$ cat config.mk
export PLATFORM = sky130hd
export DESIGN_NAME = decode_stage_flat
export DESIGN_NICKNAME = d
export VERILOG_FILES = /design/src/rtl/decode_pkg.sv /design/src/rtl/decode_stage_if.sv /design/src/rtl/register_file.sv /design/src/rtl/decode_stage.sv /design/src/flat_wrapper.sv
export SDC_FILE = /design/constraint.sdc
export NUM_CORES = 1
export LEC_CHECK = 0
export CAP_MARGIN = 10
export CORE_ASPECT_RATIO = 1.1
export CORE_MARGIN = 1
export CORE_UTILIZATION = 45
export DETAILED_ROUTE_END_ITERATION = 10
export PLACE_DENSITY_LB_ADDON = 0.25
export SYNTH_ARGS = -nofsm -noshare
export SYNTH_HDL_FRONTEND = slang
export SYNTH_SLANG_ARGS = --single-unit
$ cat constraint.sdc
create_clock -name clk -period 5.4 [get_ports clk]
set_input_delay 0.81 -clock clk [delete_from_list [all_inputs] [get_ports clk]]
set_output_delay 0.81 -clock clk [all_outputs]
set_load 0.05 [all_outputs]
$ cat src/rtl/decode_pkg.sv
// Shared constants for the decode stage: opcodes, ALU codes, WB selects
// and bit positions inside the EX/MEM/WB control bundles.
package decode_pkg;

   localparam int DATA_W = 16;
   localparam int REG_N  = 8;
   localparam int AW     = $clog2(REG_N);

   localparam logic [5:0] OP_NOP  = 6'h00;
   localparam logic [5:0] OP_NOT  = 6'h01;
   localparam logic [5:0] OP_INC  = 6'h02;
   localparam logic [5:0] OP_DEC  = 6'h03;
   localparam logic [5:0] OP_MOV  = 6'h08;
   localparam logic [5:0] OP_ADD  = 6'h09;
   localparam logic [5:0] OP_SUB  = 6'h0A;
   localparam logic [5:0] OP_AND  = 6'h0B;
   localparam logic [5:0] OP_OR   = 6'h0C;
   localparam logic [5:0] OP_SHL  = 6'h0D;
   localparam logic [5:0] OP_SHR  = 6'h0E;
   localparam logic [5:0] OP_PUSH = 6'h10;
   localparam logic [5:0] OP_POP  = 6'h11;
   localparam logic [5:0] OP_LDD  = 6'h12;
   localparam logic [5:0] OP_STD  = 6'h13;
   localparam logic [5:0] OP_IN   = 6'h14;
   localparam logic [5:0] OP_JMP  = 6'h18;
   localparam logic [5:0] OP_CALL = 6'h19;
   localparam logic [5:0] OP_RET  = 6'h1A;

   localparam logic [3:0] ALU_NONE = 4'd0;
   localparam logic [3:0] ALU_NOT  = 4'd1;
   localparam logic [3:0] ALU_INC  = 4'd2;
   localparam logic [3:0] ALU_DEC  = 4'd3;
   localparam logic [3:0] ALU_MOV  = 4'd4;
   localparam logic [3:0] ALU_ADD  = 4'd5;
   localparam logic [3:0] ALU_SUB  = 4'd6;
   localparam logic [3:0] ALU_AND  = 4'd7;
   localparam logic [3:0] ALU_OR   = 4'd8;
   localparam logic [3:0] ALU_SHL  = 4'd9;
   localparam logic [3:0] ALU_SHR  = 4'd10;

   localparam logic [1:0] WB_ALU = 2'b00;
   localparam logic [1:0] WB_MEM = 2'b01;
   localparam logic [1:0] WB_IN  = 2'b10;

   localparam int MEM_RD   = 3;
   localparam int MEM_WR   = 2;
   localparam int MEM_ADDR = 1;
   localparam int MEM_DATA = 0;

   localparam int EX_OP_LSB = 2;
   localparam int EX_ALUEN  = 1;
   localparam int EX_SHAMT  = 0;

   localparam int WB_REGW = 2;

endpackage

$ cat src/rtl/decode_stage_if.sv
// IF/ID + write-back facing signal bundle of the decode stage.
interface decode_stage_if;
   import decode_pkg::*;

   logic [5:0]        opcode;
   logic [AW-1:0]     src;
   logic [AW-1:0]     dst;
   logic [3:0]        shiftamount;
   logic              regWrite;
   logic [DATA_W-1:0] WD;
   logic [AW-1:0]     WA;
   logic [DATA_W-1:0] Rsrc;
   logic [DATA_W-1:0] Rdst;
   logic [DATA_W-1:0] Imm;
   logic [3:0]        MEM_signals;
   logic [5:0]        EX_signals;
   logic [2:0]        WB_signals;
   logic              flush;

   modport master (
      output opcode, src, dst, shiftamount, regWrite, WD, WA,
      input  Rsrc, Rdst, Imm, MEM_signals, EX_signals, WB_signals, flush
   );

   modport slave (
      input  opcode, src, dst, shiftamount, regWrite, WD, WA,
      output Rsrc, Rdst, Imm, MEM_signals, EX_signals, WB_signals, flush
   );

endinterface

$ cat src/rtl/register_file.sv
// 8x16 register file, async reset, one write port, two async read ports.
// DECODE_WB_BYPASS_EN forwards same-cycle write data to the read ports.
module register_file
   import decode_pkg::*;
(
   input  logic              clk,
   input  logic              rst,
   input  logic              i_we,
   input  logic [AW-1:0]     i_wa,
   input  logic [DATA_W-1:0] i_wd,
   input  logic [AW-1:0]     i_ra0,
   input  logic [AW-1:0]     i_ra1,
   output logic [DATA_W-1:0] o_rd0,
   output logic [DATA_W-1:0] o_rd1
);

   logic [DATA_W-1:0] r_mem [REG_N];

   always_ff @(posedge clk or posedge rst) begin
      if (rst) begin
         for (int i = 0; i < REG_N; i++) begin
            r_mem[i] <= '0;
         end
      end else if (i_we) begin
         r_mem[i_wa] <= i_wd;
      end
   end

`ifdef DECODE_WB_BYPASS_EN
   // Write-through: the value being written is visible in the same cycle
   assign o_rd0 = (i_we && (i_wa == i_ra0)) ? i_wd : r_mem[i_ra0];
   assign o_rd1 = (i_we && (i_wa == i_ra1)) ? i_wd : r_mem[i_ra1];
`else
   assign o_rd0 = r_mem[i_ra0];
   assign o_rd1 = r_mem[i_ra1];
`endif

endmodule

$ cat src/rtl/decode_stage.sv
// Decode stage: register file reads/writes plus opcode -> EX/MEM/WB bundles.
// Optional build macro: DECODE_WB_BYPASS_EN (write-back forwarding).
module decode_stage
   import decode_pkg::*;
(
   input logic clk,
   input logic rst,
   decode_stage_if.slave bus
);

   logic [DATA_W-1:0] w_rsrc;
   logic [DATA_W-1:0] w_rdst;
   logic [3:0]        w_aluop;
   logic              w_alu_en;
   logic              w_shamt;
   logic [3:0]        w_mem;
   logic [2:0]        w_wb;
   logic              w_flush;
   logic [5:0]        w_ex;

   register_file u_rf (
      .clk   (clk),
      .rst   (rst),
      .i_we  (bus.regWrite),
      .i_wa  (bus.WA),
      .i_wd  (bus.WD),
      .i_ra0 (bus.src),
      .i_ra1 (bus.dst),
      .o_rd0 (w_rsrc),
      .o_rd1 (w_rdst)
   );

   always_comb begin
      w_aluop = ALU_NONE;
      w_shamt = 1'b0;
      w_mem   = '0;
      w_wb    = '0;
      w_flush = 1'b0;
      unique case (1'b1)
         (bus.opcode == OP_NOT): w_aluop = ALU_NOT;
         (bus.opcode == OP_INC): w_aluop = ALU_INC;
         (bus.opcode == OP_DEC): w_aluop = ALU_DEC;
         (bus.opcode == OP_MOV): w_aluop = ALU_MOV;
         (bus.opcode == OP_ADD): w_aluop = ALU_ADD;
         (bus.opcode == OP_SUB): w_aluop = ALU_SUB;
         (bus.opcode == OP_AND): w_aluop = ALU_AND;
         (bus.opcode == OP_OR):  w_aluop = ALU_OR;
         (bus.opcode == OP_SHL): begin
            w_aluop = ALU_SHL;
            w_shamt = 1'b1;
         end
         (bus.opcode == OP_SHR): begin
            w_aluop = ALU_SHR;
            w_shamt = 1'b1;
         end
         (bus.opcode == OP_PUSH): begin
            w_mem[MEM_WR]   = 1'b1;
            w_mem[MEM_ADDR] = 1'b1;
         end
         (bus.opcode == OP_POP): begin
            w_mem[MEM_RD]   = 1'b1;
            w_mem[MEM_ADDR] = 1'b1;
            w_wb = {1'b1, WB_MEM};
         end
         (bus.opcode == OP_LDD): begin
            w_mem[MEM_RD] = 1'b1;
            w_wb = {1'b1, WB_MEM};
         end
         (bus.opcode == OP_STD): w_mem[MEM_WR] = 1'b1;
         (bus.opcode == OP_IN):  w_wb = {1'b1, WB_IN};
         (bus.opcode == OP_JMP): w_flush = 1'b1;
         (bus.opcode == OP_CALL): begin
            w_mem[MEM_WR]   = 1'b1;
            w_mem[MEM_ADDR] = 1'b1;
            w_mem[MEM_DATA] = 1'b1;
            w_flush = 1'b1;
         end
         (bus.opcode == OP_RET): begin
            w_mem[MEM_RD]   = 1'b1;
            w_mem[MEM_ADDR] = 1'b1;
            w_flush = 1'b1;
         end
         default: ;
      endcase
      w_alu_en = (w_aluop != ALU_NONE);
      if (w_alu_en) begin
         w_wb = {1'b1, WB_ALU};
      end
   end

   assign w_ex = {w_aluop, w_alu_en, w_shamt};

   // Everything reads as zero while reset is held, including forwarded data
   assign bus.Rsrc        = rst ? '0 : w_rsrc;
   assign bus.Rdst        = rst ? '0 : w_rdst;
   assign bus.Imm         = rst ? '0 : {{(DATA_W-4){1'b0}}, bus.shiftamount};
   assign bus.MEM_signals = rst ? '0 : w_mem;
   assign bus.EX_signals  = rst ? '0 : w_ex;
   assign bus.WB_signals  = rst ? '0 : w_wb;
   assign bus.flush       = rst ? 1'b0 : w_flush;

endmodule

$ cat src/flat_wrapper.sv
// flat-port wrapper written by rule: the top's interface ports become plain ports
module decode_stage_flat import decode_pkg::*;
  (clk, rst, bus_opcode, bus_src, bus_dst, bus_shiftamount, bus_regWrite, bus_WD, bus_WA, bus_Rsrc, bus_Rdst, bus_Imm, bus_MEM_signals, bus_EX_signals, bus_WB_signals, bus_flush);
  decode_stage_if bus_i ();
  input logic clk;
  input logic rst;
  input wire logic [$bits(bus_i.opcode)-1:0] bus_opcode;
  input wire logic [$bits(bus_i.src)-1:0] bus_src;
  input wire logic [$bits(bus_i.dst)-1:0] bus_dst;
  input wire logic [$bits(bus_i.shiftamount)-1:0] bus_shiftamount;
  input wire logic [$bits(bus_i.regWrite)-1:0] bus_regWrite;
  input wire logic [$bits(bus_i.WD)-1:0] bus_WD;
  input wire logic [$bits(bus_i.WA)-1:0] bus_WA;
  output wire logic [$bits(bus_i.Rsrc)-1:0] bus_Rsrc;
  output wire logic [$bits(bus_i.Rdst)-1:0] bus_Rdst;
  output wire logic [$bits(bus_i.Imm)-1:0] bus_Imm;
  output wire logic [$bits(bus_i.MEM_signals)-1:0] bus_MEM_signals;
  output wire logic [$bits(bus_i.EX_signals)-1:0] bus_EX_signals;
  output wire logic [$bits(bus_i.WB_signals)-1:0] bus_WB_signals;
  output wire logic [$bits(bus_i.flush)-1:0] bus_flush;
  assign bus_i.opcode = bus_opcode;
  assign bus_i.src = bus_src;
  assign bus_i.dst = bus_dst;
  assign bus_i.shiftamount = bus_shiftamount;
  assign bus_i.regWrite = bus_regWrite;
  assign bus_i.WD = bus_WD;
  assign bus_i.WA = bus_WA;
  assign bus_Rsrc = bus_i.Rsrc;
  assign bus_Rdst = bus_i.Rdst;
  assign bus_Imm = bus_i.Imm;
  assign bus_MEM_signals = bus_i.MEM_signals;
  assign bus_EX_signals = bus_i.EX_signals;
  assign bus_WB_signals = bus_i.WB_signals;
  assign bus_flush = bus_i.flush;
  decode_stage u_core (.clk(clk), .rst(rst), .bus(bus_i));
endmodule
==> impl_metrics.ini <==
[yosys]
yosys_register_bits = 128
syn_inst = 490
synthTopCellsByCount = dfrtp_1 (128), mux2_2 (128), mux4_2 (64)
synth_cell_type_count = 37
seq_area_frac_synth_pct = 44.1
yosys_warnings = 0
synth_edf_count = 0
yosys.area.top_type = dfrtp_1
ys_top_cells_by_area = dfrtp_1 (44%), mux2_2 (20%), mux4_2 (20%), mux2i_1 (4.4%), buf_4 (2.4%)
synthArstFlopShare_pct = 100
synth_area_um2 = 7260
avgSynthCellArea_um2 = 14.8
synth_top_area_share_pct = 44.1
synth_ff_type = dfrtp_1

[finish]
utilization_pct = 56.0
drive_above_1_share_pct = 42.2
multiInputGateArea_um2 = 3780
nets = 605
syn_to_final_growth_pct = 21.5
fillers = 1278
largest_reg_flops = 128
regArea_um2 = 3200
diodes = 0
top_regs = u_core.u_rf.r_mem x128
top_register = u_core.u_rf.r_mem

[cts]
post_cts_buffers = 0
insertion_delay_ps = 410
htreeDepth = 4
cts_inserted_buffers = 17
cts.repair.resized = 0
clk_pin_slew_ps = 50
cts_buffer_depth = 2
tritoncts = yes
cts_num_sinks = 128
hold_buffers = 0
root_buffer = clkbuf_16

[global_routing]
antenna_found_initial = 0
grt_max_degree = 65
track_usage_pct = 21.6
grt-ovfl-total = 0
grt_pass1_wl_um = 26300
grt_pass1_vias = 4810

[critical_path]
crit_path_cell_trace = buf_2, buf_4, mux4_2, mux2i_1, nor2_1, clkdlybuf4s50_1
critPathMaxStageDelay_ps = 730
cp-end-kind = primary output
path_max_fanout = 19
crit_type = primary input to primary output
worstPathRequired_ps = 4590
critPathArrivalTime_ps = 3230
crit_path_top_delay_cell = clkdlybuf4s50_1
cp-start-kind = primary input

[routing]
finalWirelength_um = 16500
firstDrtPassIters = 4
wl_met3_um = 638
vias_per_cell = 5.84
ant_nets = 0
routedLengthMet1_um = 7270
drc = 0
num_vias = 4556
dr_wl_met2_um = 8370
post_drt_wl_per_cell_um = 21.2
top_layer_used = met4
initialDrtViolationCount = 203

[outcome]
status = finished, final reports clean

[pwr]
peakVddDrop_mv = 0.199
seqPwrFrac_pct = 38.0
p_sw_share_pct = 28.1
cell_internal_pwr_uw = 2500
pwr-share-clk_pct = 35.8
switchingPower_uw = 977
p_leak_uw = 0.00360
powerDensity_nw_per_um2 = 395
combPwrFrac_pct = 26.2
total_power_uw = 3480

[die]
ios = 100
start_util_pct = 46.1
die_area_um2 = 16600
rows = 48
die_x_um = 123
core_area_um2 = 15700
die_h_um = 135

[timing]
tns_ps = 0
max_slew_margin_pct = 21.1
fin_crit_ps = 4040
worst_pin_slew_ps = 1180
slew_violations = 0
setup_violations = 0
fin_skew_ps = 0
rsz0062_at_grt = false
final_hold_viol_count = 0
period_share_pct = 74.8
fmax_mhz = 247

[place]
portBuffers = 87
hpwl_um = 10200
gp_congestion = 0.754

[hold_path]
hold_path_class = register to register

[run]
max_cap_violations = 0
stage by stage:
stage,setup WS [ps],hold WS (ps),std cells,cell area (um^2)
5_1_grt,1190,539,780,8820
6_report,1360,522,780,8820
2_1_floorplan,764,491,501,7300
3_3_place_gp,1380,500,748,8170
4_1_cts,1290,523,780,8820
3_5_place_dp,1290,511,748,8170
cell usage in the layout, fill, tap and decap left out, drive strengths merged, types with 5 or more instances in the layout:
cell type      instances
mux2                 128
dfrtp                128
clkdlybuf4s50         84
mux4                  64
nor2                  36
mux2i                 32
clkbuf                22
buf                   13
conb                  12
nand2                  6
nor2b                  5
bufinv                 5
nand4b                 5
layout make-up:
class                   count  share of cell area, %
multi-input cells         321                   42.8
repair buffers             97                   10.6
inverters                   2                  0.114
well taps                 200                   2.84
flip-flops and latches    128                   36.3
clock inverters            10                   2.07
clock buffers              22                   5.26
power by group through the flow:
stage	Clock [uW]	Sequential (uW)	Combinational, uW
floorplan	0	1280	723
global placement	0	1320	898
detailed placement	0	1340	920
CTS	1270	1320	923
global route	1320	1350	974
finish	1250	1320	911
cell families after synthesis:
logic type	after synthesis	share of synthesized area (%)
other cells	1	0.0517
mux	224	44.1
flops	128	44.1
simple gates	72	6.07
buf+inv	52	4.38
compound gates	10	0.862
xor+xnor	3	0.362
critical path, delay by kind of cell:
kind / cells / cell delay [ps]
mux: 2 / 720
simple gates: 1 / 60
buf+inv: 3 / 1630
worst paths after layout:
kind / startpoint / end / depth (start not counted) / slack [ps]
worst max-delay path: bus_src[1] / bus_Rsrc[5] / 6 / 1360
worst min-delay path: u_core.u_rf.r_mem[49] / u_core.u_rf.r_mem[49] / 1 / 520
worst max register to register: u_core.u_rf.r_mem[94] / u_core.u_rf.r_mem[94] / 1 / 4600
worst min register to register: u_core.u_rf.r_mem[49] / u_core.u_rf.r_mem[49] / 1 / 520
max in group asynchronous: rst / u_core.u_rf.r_mem[109] / 3 / 3480
min in group asynchronous: rst / u_core.u_rf.r_mem[98] / 2 / 950
layer usage:
metal	global-route usage, %	up-vias
met5	0	-
met3	4.04	22
li1	-	1994
met1	28.7	2425
met2	35.8	115
met4	7.16	0
Note: power is estimated with default switching activity, not from simulation.
